### src/rtl/sa_adc_uart_tx_if.sv
// ADC-sample to UART serialiser port bundle.
// master drives samples and observes the line; slave is the serialiser.
interface sa_adc_uart_tx_if;
  logic [13:0] sample_i;
  logic        sample_rdy_i;
  logic        uart_tx_o;
  logic        busy_o;
  logic        frame_done_o;
  logic [7:0]  overrun_cnt_o;

  modport master (
    output sample_i,
    output sample_rdy_i,
    input  uart_tx_o,
    input  busy_o,
    input  frame_done_o,
    input  overrun_cnt_o
  );

  modport slave (
    input  sample_i,
    input  sample_rdy_i,
    output uart_tx_o,
    output busy_o,
    output frame_done_o,
    output overrun_cnt_o
  );
endinterface

### src/rtl/sa_adc_uart_tx.sv
// Packs a 14-bit ADC sample into a two-byte self-syncing frame
// and shifts it out as 8N1 UART; samples arriving mid-frame are counted.
module sa_adc_uart_tx #(
  parameter int CLKS_PER_BIT = 104
) (
  input  logic              clk_i,
  input  logic              reset_i,
  sa_adc_uart_tx_if.slave   bus
);

  localparam int TW = (CLKS_PER_BIT > 1) ? $clog2(CLKS_PER_BIT) : 1;
  localparam logic [TW-1:0] T_LAST = TW'(CLKS_PER_BIT - 1);

  typedef enum logic [1:0] {
    IDLE,
    START,
    DATA,
    STOP
  } state_e;

  state_e        state_q, state_d;
  logic [TW-1:0] tmr_q, tmr_d;
  logic [2:0]    bit_q, bit_d;
  logic          byte_q, byte_d;
  logic [13:0]   hold_q, hold_d;
  logic          tx_q, tx_d;
  logic          done_q, done_d;
  logic [7:0]    ovr_q, ovr_d;

  logic [7:0]    cur;
  logic [2:0]    bit_nx;
  logic          tick;

  always_comb begin
    cur     = byte_q ? {1'b0, hold_q[6:0]}
                     : {1'b1, hold_q[13:7]};
    bit_nx  = bit_q + 3'd1;
    tick    = (tmr_q == T_LAST);
    state_d = state_q;
    tmr_d   = tick ? '0 : tmr_q + 1'b1;
    bit_d   = bit_q;
    byte_d  = byte_q;
    hold_d  = hold_q;
    tx_d    = tx_q;
    done_d  = 1'b0;
    ovr_d   = ovr_q;

    // any pulse outside IDLE is a dropped sample
    if (bus.sample_rdy_i && state_q != IDLE
        && ovr_q != 8'hFF) begin
      ovr_d = ovr_q + 8'd1;
    end

    unique case (state_q)
      IDLE: begin
        tmr_d = '0;
        if (bus.sample_rdy_i) begin
          state_d = START;
          hold_d  = bus.sample_i;
          byte_d  = 1'b0;
          tx_d    = 1'b0;
        end
      end
      START: begin
        if (tick) begin
          state_d = DATA;
          bit_d   = 3'd0;
          tx_d    = cur[0];
        end
      end
      DATA: begin
        if (tick) begin
          if (bit_q == 3'd7) begin
            state_d = STOP;
            tx_d    = 1'b1;
          end else begin
            bit_d = bit_nx;
            tx_d  = cur[bit_nx];
          end
        end
      end
      STOP: begin
        if (tick) begin
          if (!byte_q) begin
            state_d = START;
            byte_d  = 1'b1;
            tx_d    = 1'b0;
          end else begin
            state_d = IDLE;
            done_d  = 1'b1;
          end
        end
      end
      default: state_d = IDLE;
    endcase
  end

  always_ff @(posedge clk_i or posedge reset_i) begin
    if (reset_i) begin
      state_q <= IDLE;
      tmr_q   <= '0;
      bit_q   <= 3'd0;
      byte_q  <= 1'b0;
      hold_q  <= 14'd0;
      tx_q    <= 1'b1;
      done_q  <= 1'b0;
      ovr_q   <= 8'd0;
    end else begin
      state_q <= state_d;
      tmr_q   <= tmr_d;
      bit_q   <= bit_d;
      byte_q  <= byte_d;
      hold_q  <= hold_d;
      tx_q    <= tx_d;
      done_q  <= done_d;
      ovr_q   <= ovr_d;
    end
  end

  assign bus.uart_tx_o     = tx_q;
  assign bus.busy_o        = (state_q != IDLE);
  assign bus.frame_done_o  = done_q;
  assign bus.overrun_cnt_o = ovr_q;

endmodule

### src/flat_wrapper.sv
// flat-port wrapper written by rule: the top's interface ports become plain ports
module sa_adc_uart_tx_flat 
#(
  parameter int CLKS_PER_BIT = 104
)
  (clk_i, reset_i, bus_sample_i, bus_sample_rdy_i, bus_uart_tx_o, bus_busy_o, bus_frame_done_o, bus_overrun_cnt_o);
  sa_adc_uart_tx_if bus_i ();
  input  logic clk_i;
  input  logic reset_i;
  input wire logic [$bits(bus_i.sample_i)-1:0] bus_sample_i;
  input wire logic [$bits(bus_i.sample_rdy_i)-1:0] bus_sample_rdy_i;
  output wire logic [$bits(bus_i.uart_tx_o)-1:0] bus_uart_tx_o;
  output wire logic [$bits(bus_i.busy_o)-1:0] bus_busy_o;
  output wire logic [$bits(bus_i.frame_done_o)-1:0] bus_frame_done_o;
  output wire logic [$bits(bus_i.overrun_cnt_o)-1:0] bus_overrun_cnt_o;
  assign bus_i.sample_i = bus_sample_i;
  assign bus_i.sample_rdy_i = bus_sample_rdy_i;
  assign bus_uart_tx_o = bus_i.uart_tx_o;
  assign bus_busy_o = bus_i.busy_o;
  assign bus_frame_done_o = bus_i.frame_done_o;
  assign bus_overrun_cnt_o = bus_i.overrun_cnt_o;
  sa_adc_uart_tx #(.CLKS_PER_BIT(CLKS_PER_BIT)) u_core (.clk_i(clk_i), .reset_i(reset_i), .bus(bus_i));
endmodule
### config.mk
export PLATFORM = sky130hd
export DESIGN_NAME = sa_adc_uart_tx_flat
export DESIGN_NICKNAME = d
export VERILOG_FILES = /design/src/rtl/sa_adc_uart_tx_if.sv /design/src/rtl/sa_adc_uart_tx.sv /design/src/flat_wrapper.sv
export SDC_FILE = /design/constraint.sdc
export NUM_CORES = 1
export LEC_CHECK = 0
export BUFFER_PORTS_ARGS = -buffer_cell sky130_fd_sc_hd__buf_4
export CELL_PAD_IN_SITES_DETAIL_PLACEMENT = 1
export CELL_PAD_IN_SITES_GLOBAL_PLACEMENT = 1
export CORE_MARGIN = 4
export CORE_UTILIZATION = 25
export DETAILED_ROUTE_END_ITERATION = 8
export GPL_TIMING_DRIVEN = 0
export PLACE_DENSITY_LB_ADDON = 0.05
export SYNTH_ARGS = -nofsm -noshare
export SYNTH_HDL_FRONTEND = slang
export SYNTH_SLANG_ARGS = --single-unit
### constraint.sdc
create_clock -name clk_i -period 3.5 [get_ports clk_i]
set_input_delay 0.7 -clock clk_i [delete_from_list [all_inputs] [get_ports clk_i]]
set_output_delay 0.7 -clock clk_i [all_outputs]
set_load 0.05 [all_outputs]
==> metrics.txt <==
Cell Area, Synth=0.00188 mm²; GRT overflow=0; maximum clock rate=444 MHz; WL final=~4300 µm; die width=94.7 µm; Clk pin slew, worst setup/hold paths=0.07 ns; DRT iter0 DRCs=19; Leak Pwr=a little over 0.001 µW; total power draw=1100 µW; n_diodes=0; Arr. time, crit path=roughly 1.6 ns; async set-or-reset flop fraction in the synthesized netlist=100%; VDD IR max=between 0.0002 and 0.0003 V; Clock Sinks=37; DR vias=approximately 1400; port bufs=27; CTS Buffer Depth=2; most common cell after layout, fill and taps aside=dfrtp_1; Core Rows=31; final setup fails=0; Hold Path Class=reg -> reg; number of synthesized flops with an enable pin=0; critical path class=reg -> out; Die Area=0.00897 mm²; Ports=28; setup TNS=0 ns; post-route ant nets=0; Top FF cell, synth=dfrtp_1; vias in the first global route=1508; Initial Util=about a quarter; critical path peak fanout=10; Crit. End Element=primary output; clock tree from TritonCTS=yes; fin crit period=2.25 ns; Layout Nets=225; Synth Instances=165; Syn-to-layout area delta=22.0%; dpl cells=approximately 290; #FFs+latches synth=37; Power Density=481 mW/mm²; crit path launch type=register; number of antenna violations at the first check in global routing=0; Filler cells=844; H-Tree Level Count=2; WP data required=roughly 2.8 ns; Avg Cell Area, Syn=11.4 µm²; Die Span Y=between 90 and 100 µm; CTS Root Cell=clkbuf_8; total track usage=10.5%; drt via density=4.55; area occupied by multi-input gates=roughly 900 µm²; sequential area share after synthesis=49.3%; top post-synthesis cells by area=dfrtp_1, ha_1, mux2_1, xnor2_1, mux2i_1; period utilisation layout=between 60 and 70%; share of layout cells above drive strength 1=24.6%; Worst Tran Pin Value=0.806 ns; postcts setup bufs=0; post-DP HPWL=3140 µm; max-capacitance violation count=0; skew final=0.00548 ns; sequential cell area=927 µm²; wire length of the first global-routing pass=about 7300 µm; final hold slack=0.471 ns; Final Non-Filler Cells=between 200 and 300; Yosys Warn Count=0; maximum number of pins on one net before global-route repair=38; Final Slew Violations=0; post-synth cell types=39; final hold viol count=0; post-CTS resize count=0; gpl congestion=0.740; CTS Buf Count=5; top-area cell type share of the netlist area=a little under half; core area=0.00729 mm²; DR WL/cell=roughly 14 µm; Remaining DRCs=0; largest area contributor in the netlist=dfrtp_1; most frequent cells in the layout=dfrtp_1, buf_4, mux2_1; dpl ws=1.55 ns; RSZ-0062 raised after global routing=no; hold bufs inserted after CTS=0; Setup WS post-layout=1.25 ns; Worst-Skew Late Latency=0.28 ns; status=finished, final reports clean; Slew headroom=between 40% and 50%; syn_nets=between 150 and 200; DR pass1 iterations=4
## logic make-up after synthesis
logic type,share of synthesized area [%]
adders and majority gates,5.99
xor gates and xnor gates,5.13
buffers and inverters,3.00
DFF,49.3
muxes,14.2
and+or+nand+nor,13.4
AOI/OAI and AO/OA,8.92
## stage by stage
step | cell area, µm² | util, %
floorplan | 1880 | -
global placement | 2210 | 30.3
detailed placement | 2210 | 30.3
CTS | 2290 | 31.4
global route | 2290 | 31.4
finish | 2290 | 31.4
## worst max-delay path, stage by stage (launching register included)
cell and delay (ns):
dfrtp_1 0.40, inv_1 0.16, ha_1 0.16, buf_2 0.22
inv_1 0.12, buf_4 0.21
## final cells by class
cell class | instances | share of cell area, %
Clock buffer | 7 | 3.77
Tap cell | 99 | 5.40
Sequential cell | 37 | 40.4
Multi-Input combinational cell | 116 | 39.1
Timing Repair Buffer | 27 | 8.84
Buffer | 6 | 1.47
Inverter | 6 | 0.983
## power by group
part | switching, µW | internal, µW | total [µW]
clock network | 144 | 156 | 301
registers | 49.0 | 466 | 515
logic | 189 | 98.4 | 287
total | 382 | 721 | 1100
## cells in the mapped netlist, types with 2 or more instances
library cell / count
nor2_1: 9
dfrtp_1: 36
a22oi_1: 2
mux2_1: 10
nand4_1: 4
mux2_2: 5
a21oi_1: 8
xor2_1: 3
clkbuf_1: 2
ha_1: 9
nor3_1: 5
o21ai_0: 2
and3_1: 6
nand2_1: 9
nand3_1: 5
inv_1: 6
a31o_1: 2
xnor2_1: 8
nand2b_1: 2
o21ai_1: 4
nor2b_1: 2
nor3b_1: 2
mux2i_1: 6
buf_2: 3
## flip-flops by register name, summed over array words and instances, names as in the netlist
| name | flops |
|---|---|
| u_core.bus.uart_tx_o | 1 |
| u_core.state_q | 2 |
| u_core.bit_q | 3 |
| u_core.tmr_q | 7 |
| u_core.hold_q | 14 |
| u_core.bus.overrun_cnt_o | 8 |
| u_core.byte_q | 1 |
| u_core.bus.frame_done_o | 1 |
## worst paths after layout
path                                               startpoint  slack (ns)  depth (start not counted)                          endpoint
worst max-delay path            u_core.state_q[0]$_DFFE_PP0P_        1.25                          5                        bus_busy_o
worst min-delay path                u_core.tmr_q[0]$_DFF_PP0_        0.47                          1         u_core.tmr_q[0]$_DFF_PP0_
worst max register to register    u_core.bit_q[1]$_DFFE_PP0P_        1.52                          7  u_core.bus.uart_tx_o$_DFFE_PP1P_
worst min register to register      u_core.tmr_q[0]$_DFF_PP0_        0.47                          1         u_core.tmr_q[0]$_DFF_PP0_
max in group asynchronous                             reset_i        2.41                          2     u_core.state_q[1]$_DFFE_PP0P_
min in group asynchronous                             reset_i        0.56                          2     u_core.hold_q[13]$_DFFE_PP0P_
## metal layers
metal / vias up / track usage, % / routed length, µm
li1: 651 / - / -
met1: 678 / 13.3 / 2030
met2: 20 / 17.4 / 2050
met3: 6 / 2.71 / 148
met4: 0 / 3.49 / 57
met5: - / 0 / 0
(Power assumes the default switching activity.)
